`src/rtl/timer_pkg.sv`:
```
// rtl/timer_pkg.sv - shared offsets, ctrl layout and reset constants for the machine timer
package timer_pkg;

  // Word offsets within the timer window
  localparam logic [4:0] TMR_MTIME_LO    = 5'h00;
  localparam logic [4:0] TMR_MTIME_HI    = 5'h04;
  localparam logic [4:0] TMR_MTIMECMP_LO = 5'h08;
  localparam logic [4:0] TMR_MTIMECMP_HI = 5'h0C;
  localparam logic [4:0] TMR_CTRL        = 5'h10;

  // ctrl bit positions
  localparam int CTRL_CNT_EN_BIT = 0;
  localparam int CTRL_IRQ_EN_BIT = 1;
  localparam int CTRL_DIV_LSB    = 8;
  localparam int TMR_DIV_W       = 8;

  // mtimecmp comes out of reset at all-ones so no interrupt is pending
  localparam logic [63:0] TMR_MTIMECMP_RST = 64'hFFFF_FFFF_FFFF_FFFF;

  typedef struct packed {
    logic [TMR_DIV_W-1:0] div;
    logic                 cnt_en;
    logic                 irq_en;
  } ctrl_t;

  // Software-visible image of ctrl
  function automatic logic [31:0] ctrl_to_word(ctrl_t c);
    logic [31:0] w;
    w = '0;
    w[CTRL_CNT_EN_BIT] = c.cnt_en;
    w[CTRL_IRQ_EN_BIT] = c.irq_en;
    w[CTRL_DIV_LSB +: TMR_DIV_W] = c.div;
    return w;
  endfunction

endpackage

```
`src/rtl/timer_prescaler.sv`:
```
// rtl/timer_prescaler.sv - programmable divider producing mtime increment ticks
module timer_prescaler #(
  parameter int DIV_W = 8
) (
  input  logic             clk,
  input  logic             rst,
  input  logic             en_i,
  input  logic             clr_i,
  input  logic [DIV_W-1:0] div_i,
  output logic             tick_o
);

  logic [DIV_W-1:0] cnt_q, cnt_d;

  // A tick fires on the last count of each period; div=0 ticks every cycle
  assign tick_o = en_i && (cnt_q == div_i);

  // Next count: clear wins, otherwise wrap on tick or advance while enabled
  always_comb begin
    cnt_d = cnt_q;
    if (clr_i) begin
      cnt_d = '0;
    end else if (en_i) begin
      cnt_d = tick_o ? '0 : cnt_q + 1'b1;
    end
  end

  // Counter register
  always_ff @(posedge clk or posedge rst) begin
    if (rst) begin
      cnt_q <= '0;
    end else begin
      cnt_q <= cnt_d;
    end
  end

endmodule

```
`src/rtl/timer_irq_unit.sv`:
```
// rtl/timer_irq_unit.sv - memory-mapped mtime/mtimecmp timer with machine timer interrupt
module timer_irq_unit
  import timer_pkg::*;
#(
  parameter int          DIV_W        = 8,
  parameter logic [63:0] MTIMECMP_RST = TMR_MTIMECMP_RST
) (
  input  logic        clk,
  input  logic        rst,
  input  logic        sel,
  input  logic        we,
  input  logic        re,
  input  logic [4:0]  addr,
  input  logic [31:0] wdata,
  output logic [31:0] rdata,
  output logic        rvalid,
  output logic        timer_irq
);

  logic [31:0] mtime_lo_q, mtime_lo_d;
  logic [31:0] mtime_hi_q, mtime_hi_d;
  logic [31:0] cmp_lo_q, cmp_lo_d;
  logic [31:0] cmp_hi_q, cmp_hi_d;
  logic [31:0] hi_shadow_q, hi_shadow_d;
  logic [31:0] rdata_q, rdata_d;
  ctrl_t       ctrl_q, ctrl_d;
  logic        rvalid_q, rvalid_d;
  logic        irq_q, irq_d;

  logic [4:0]  word;
  logic        wr, rd, tick, cmp_hit;
  logic [63:0] mtime, mtime_inc, mtimecmp;
  logic [31:0] rd_val;
  logic        unused_bits;

  assign word      = {addr[4:2], 2'b00};
  assign wr        = sel & we;
  assign rd        = sel & re;
  assign mtime     = {mtime_hi_q, mtime_lo_q};
  assign mtime_inc = mtime + 64'd1;
  assign mtimecmp  = {cmp_hi_q, cmp_lo_q};
  assign cmp_hit   = (mtime >= mtimecmp);
  assign unused_bits = ^{addr[1:0], wdata[31:16], wdata[7:2]};

  timer_prescaler #(.DIV_W(DIV_W)) u_prescaler (
    .clk    (clk),
    .rst    (rst),
    .en_i   (ctrl_q.cnt_en),
    .clr_i  (wr && (word == TMR_CTRL)),
    .div_i  (DIV_W'(ctrl_q.div)),
    .tick_o (tick)
  );

  // Read mux over current (pre-write) register values
  always_comb begin
    rd_val = '0;
    case (word)
      TMR_MTIME_LO:    rd_val = mtime_lo_q;
      TMR_MTIME_HI:    rd_val = hi_shadow_q;
      TMR_MTIMECMP_LO: rd_val = cmp_lo_q;
      TMR_MTIMECMP_HI: rd_val = cmp_hi_q;
      TMR_CTRL:        rd_val = ctrl_to_word(ctrl_q);
      default:         rd_val = '0;
    endcase
  end

  // Register-file next state: software writes beat the tick for mtime
  always_comb begin
    mtime_lo_d  = mtime_lo_q;
    mtime_hi_d  = mtime_hi_q;
    cmp_lo_d    = cmp_lo_q;
    cmp_hi_d    = cmp_hi_q;
    ctrl_d      = ctrl_q;
    hi_shadow_d = hi_shadow_q;
    rdata_d     = rdata_q;
    rvalid_d    = 1'b0;
    irq_d       = ctrl_q.irq_en & cmp_hit;

    if (wr && (word == TMR_MTIME_LO)) begin
      mtime_lo_d = wdata;
    end else if (wr && (word == TMR_MTIME_HI)) begin
      mtime_hi_d = wdata;
    end else if (tick) begin
      {mtime_hi_d, mtime_lo_d} = mtime_inc;
    end

    if (wr && (word == TMR_MTIMECMP_LO)) cmp_lo_d = wdata;
    if (wr && (word == TMR_MTIMECMP_HI)) cmp_hi_d = wdata;
    if (wr && (word == TMR_CTRL)) begin
      ctrl_d.div    = wdata[CTRL_DIV_LSB +: TMR_DIV_W];
      ctrl_d.cnt_en = wdata[CTRL_CNT_EN_BIT];
      ctrl_d.irq_en = wdata[CTRL_IRQ_EN_BIT];
    end

    if (rd) begin
      rdata_d  = rd_val;
      rvalid_d = 1'b1;
      // Reading lo freezes hi so a lo-then-hi pair is a coherent 64-bit sample
      if (word == TMR_MTIME_LO) hi_shadow_d = mtime_hi_q;
    end
  end

  // State registers, all cleared asynchronously
  always_ff @(posedge clk or posedge rst) begin
    if (rst) begin
      mtime_lo_q  <= '0;
      mtime_hi_q  <= '0;
      cmp_lo_q    <= MTIMECMP_RST[31:0];
      cmp_hi_q    <= MTIMECMP_RST[63:32];
      ctrl_q      <= '0;
      hi_shadow_q <= '0;
      rdata_q     <= '0;
      rvalid_q    <= 1'b0;
      irq_q       <= 1'b0;
    end else begin
      mtime_lo_q  <= mtime_lo_d;
      mtime_hi_q  <= mtime_hi_d;
      cmp_lo_q    <= cmp_lo_d;
      cmp_hi_q    <= cmp_hi_d;
      ctrl_q      <= ctrl_d;
      hi_shadow_q <= hi_shadow_d;
      rdata_q     <= rdata_d;
      rvalid_q    <= rvalid_d;
      irq_q       <= irq_d;
    end
  end

  assign rdata     = rdata_q;
  assign rvalid    = rvalid_q;
  assign timer_irq = irq_q;

endmodule

```
`config.mk`:
```
export PLATFORM = sky130hd
export DESIGN_NAME = timer_irq_unit
export DESIGN_NICKNAME = d
export VERILOG_FILES = /design/src/rtl/timer_pkg.sv /design/src/rtl/timer_prescaler.sv /design/src/rtl/timer_irq_unit.sv
export SDC_FILE = /design/constraint.sdc
export NUM_CORES = 1
export LEC_CHECK = 0
export ABC_CLOCK_PERIOD_IN_PS = 8500
export CORE_ASPECT_RATIO = 0.8
export CORE_UTILIZATION = 60
export DETAILED_ROUTE_END_ITERATION = 8
export PLACE_DENSITY_LB_ADDON = 0.15
export SYNTH_ARGS = -nofsm -noshare
export SYNTH_HDL_FRONTEND = slang
export SYNTH_SLANG_ARGS = --single-unit
```
`constraint.sdc`:
```
create_clock -name clk -period 8.5 [get_ports clk]
set_input_delay 1.275 -clock clk [delete_from_list [all_inputs] [get_ports clk]]
set_output_delay 1.275 -clock clk [all_outputs]
set_load 0.005 [all_outputs]
```
==> flow_summary.toml <==
[cts]
tritoncts = "yes"
clockRootBuffer = "clkbuf_16"
numCtsBuffers = 22
htreeDepth = 1
cts_setup_buffers = 0
postCtsHoldBufs = 0
clock_sink_count = 212
resize_count_post_cts = 0
cts.reportedPaths.clkPinSlew_ns = 0.06
clockBufferDepth = 3
clock_latency_ns = 0.51

[synthesis]
ys_warn_count = 0
synth-async-reset-ratio_pct = 100
synthFlopType = "dfrtp_1"
synthesis.area_sq_mm = 0.0119
ys_types = 69
syn-instance-count = 1262
ys_seq_area_share_pct = 45.2
flip_flop_and_latch_count_after_synthesis = 212
synthesized_net_count = 1370
synth_edf_count = 0
synth_largest_area_cell = "dfrtp_1"
syn_avg_cell_area_sq_um = 9.45
post-synth-top-area-fraction_pct = 31.1
yosys-top-cells-area = "dfrtp_1 (31%), dfstp_2 (14%), ha_1 (6.9%)"

[floorplanning]
die_w_um = 160
floorplan.initialDensity_pct = 62.1
io_pins = 76
row_count = 45
coreArea_sq_mm = 0.0192
die_y_um = 128
die_area_sq_mm = 0.0204

[global_route]
grt_remaining_overflow = 0
grt_pass1_vias = 9561
grt_first_pass_wirelength_um = 53200
antenna_violations_before_repair = 0
grt_max_degree = 150
gr-usage-all-layers_pct = 33.2

[final_layout]
finish.instance_area_sq_mm = 0.0135
multi_input_area_sq_mm = 0.00598
nFillCells = 1486
finalCoreUtilization_pct = 70.5
syn_to_final_growth_pct = 13.6
fraction_of_layout_cells_with_a_size_suffix_above_1_pct = 14.4
seq_area_sq_mm = 0.00539
finish.net_count = 1412
antenna_fix_cells = 0

[worst_setup_path]
end_kind = "flip-flop"
crit_buf_inv = 3
crit_arrival_ns = 4.56
setup.worst_path.class = "in2reg"
crit_top_cell = "buf_4"
worstSetupStartpointType = "input pin"
worst-endpoint-required_ns = 8.84
timing.critical_path.slowest_stage_cell = "nor4_4"
worst-path-stages = 10
worstPathCellList = "clkdlybuf4s50_1 > buf_4 > nor3b_4 > buf_4 > and3_4 > nor4_4 > nand4_1 > nor2_1 > xnor2_1 > o21ai_0"
ff2ff_path_depth = 7
worstPathMaxFanout = 27
timing.critical_path.max_delay_family = "simple AND/OR/NAND/NOR gates"
critical_path.max_stage_delay_ns = 0.80

[sta]
final_hold_viol_count = 0
max_slew_margin_pct = 25.7
finalCriticalPeriod_ns = 4.23
report.final.slew_viol_count = 0
clock_skew_ns = 0.0154
rsz_0062_raised_after_global_routing = "no"
min_period_over_period_pct = 49.7
fin_setup_tns_ns = 0
timing_worst_slew_pin_value_ns = 1.12
setup_violations = 0
max_freq_ghz = 0.237

[routing]
detailedRoute.firstPassIterationCount = 5
detail_routed_net_length_per_standard_cell_um = 20.9
drc_markers = 0
postRouteAntennaNets = 0
detailroute.via_count = 10100
via_per_inst = 6.37
drt_wl_total_um = 33000
detail_route.iter0.violations = 998

[min_path]
whs_path_depth = 2
min-delay-path-class = "reg2reg"

[pwr]
ir_worst_vdd_uv = 160
power_per_cell_area_mw_per_mm2 = 236
total_power_after_layout_mw = 3.20
p_leak_nw = 5.60

[placed_design]
gp_congestion = 0.912
dpl_cell_area_sq_mm = 0.0128
portBuffers = 73
detailedPlacementHpwl_um = 22200

[run_status]
outcome = "finished clean"

[run]
drv.max_cap_violation_count = 0
final cells by class:
| class | instances | area share [%] |
|---|---|---|
| clock buffer | 31 | 4.69 |
| timing repair buffer | 88 | 6.23 |
| multi-input combinational | 904 | 44.2 |
| tap | 258 | 2.38 |
| clock inverter | 9 | 0.573 |
| inverter | 76 | 2.16 |
| sequential | 212 | 39.8 |
registers in the layout (all words and copies together), names as in the netlist, 8 cells and up:
signal,cells
cmp_hi_q,32
cmp_lo_q,32
ctrl_q,10
hi_shadow_q,32
mtime_hi_q,32
mtime_lo_q,32
rdata,32
u_prescaler.cnt_q,8
cell families after synthesis:
family | after synthesis | synth area share [%]
buffers and inverters | 146 | 4.86
AND/OR/NAND/NOR | 381 | 16.3
multiplexers | 46 | 4.32
adder cells (fa/ha/maj) | 66 | 6.93
XOR/XNOR | 43 | 3.16
AO/OA/AOI/OAI | 368 | 19.2
flip-flops | 212 | 45.2
where the power goes:
part	total (mW)	internal, mW	switching [mW]
combinational	0.751	0.342	0.409
sequential	1.49	1.27	0.219
clock	0.962	0.554	0.408
total	3.20	2.16	1.04
worst min-delay path, delay by kind of cell, from the launching register on:
family / cells / cell delay (ns)
AND/OR/NAND/NOR: 1 / 0.05
AO/OA/AOI/OAI: 1 / 0.06
flip-flops: 1 / 0.34
per-layer routing:
layer  track usage, %  vias up  wire length (um)
met5                0        -                 0
met4             10.4        0               747
li1                 -     4643                 -
met2             49.5      422             14400
met3             4.89       56              2710
met1             49.8     4932             15100
layout by cell type, fill, tap and decap left out, types with 27 or more instances in the layout:
master,instances
a21oi_1,55
a22o_1,32
clkdlybuf4s50_1,73
dfrtp_1,148
dfstp_2,64
ha_1,66
inv_1,75
mux2_2,44
nand2_1,192
nand3_1,41
nand4_1,27
nor2_1,30
o21ai_0,158
xnor2_1,28
synth_stat cells, types with 3 or more instances:
library cell    n
buf_6           3
xnor2_1        28
ha_1           66
a21o_1          7
a31oi_1         3
o31ai_1         5
o21ai_1         6
nor4_1          5
and4_4          3
o21a_1          3
buf_2           4
a21oi_1        56
mux2_2         44
dfstp_2        64
nor3_1         12
o21ai_0       158
a22o_1         32
o311ai_0        4
clkbuf_1       60
inv_1          76
a2bb2oi_1       8
o22a_1          3
o211ai_1        5
and3_1         19
xor2_1         15
nand2_1       192
nand4_1        27
nand4_4         3
a211oi_1        5
o22ai_1        18
nor2b_1         7
and3_4          3
a221oi_1       23
a22oi_1        21
dfrtp_1       148
nand3_1        42
and2_1          3
nor2_1         31
and4_1          5
or3_1           4
a221o_1         3
final timing paths:
| check | start | end | slack [ns] |
|---|---|---|---|
| min | rdata[22]$_DFFE_PP0P_ | rdata[22]$_DFFE_PP0P_ | 0.48 |
| max reg2reg | ctrl_q[7]$_DFFE_PP0P_ | mtime_lo_q[22]$_DFFE_PP0P_ | 5.57 |
| max in group asynchronous | rst | rdata[30]$_DFFE_PP0P_ | 5.69 |
| min reg2reg | rdata[22]$_DFFE_PP0P_ | rdata[22]$_DFFE_PP0P_ | 0.48 |
| min in group asynchronous | rst | mtime_lo_q[14]$_DFFE_PP0P_ | 1.41 |
| max | addr[3] | mtime_lo_q[22]$_DFFE_PP0P_ | 4.27 |
stage by stage:
step           setup WS [ns]  hold slack, ns  instances
5_1_grt                 4.12           0.503       1578
3_5_place_dp            3.82           0.471       1538
4_1_cts                 4.37           0.485       1578
2_1_floorplan           1.54           0.473       1262
3_3_place_gp            3.92           0.462       1538
6_report                4.27           0.477       1578
(Power assumes the default switching activity.)
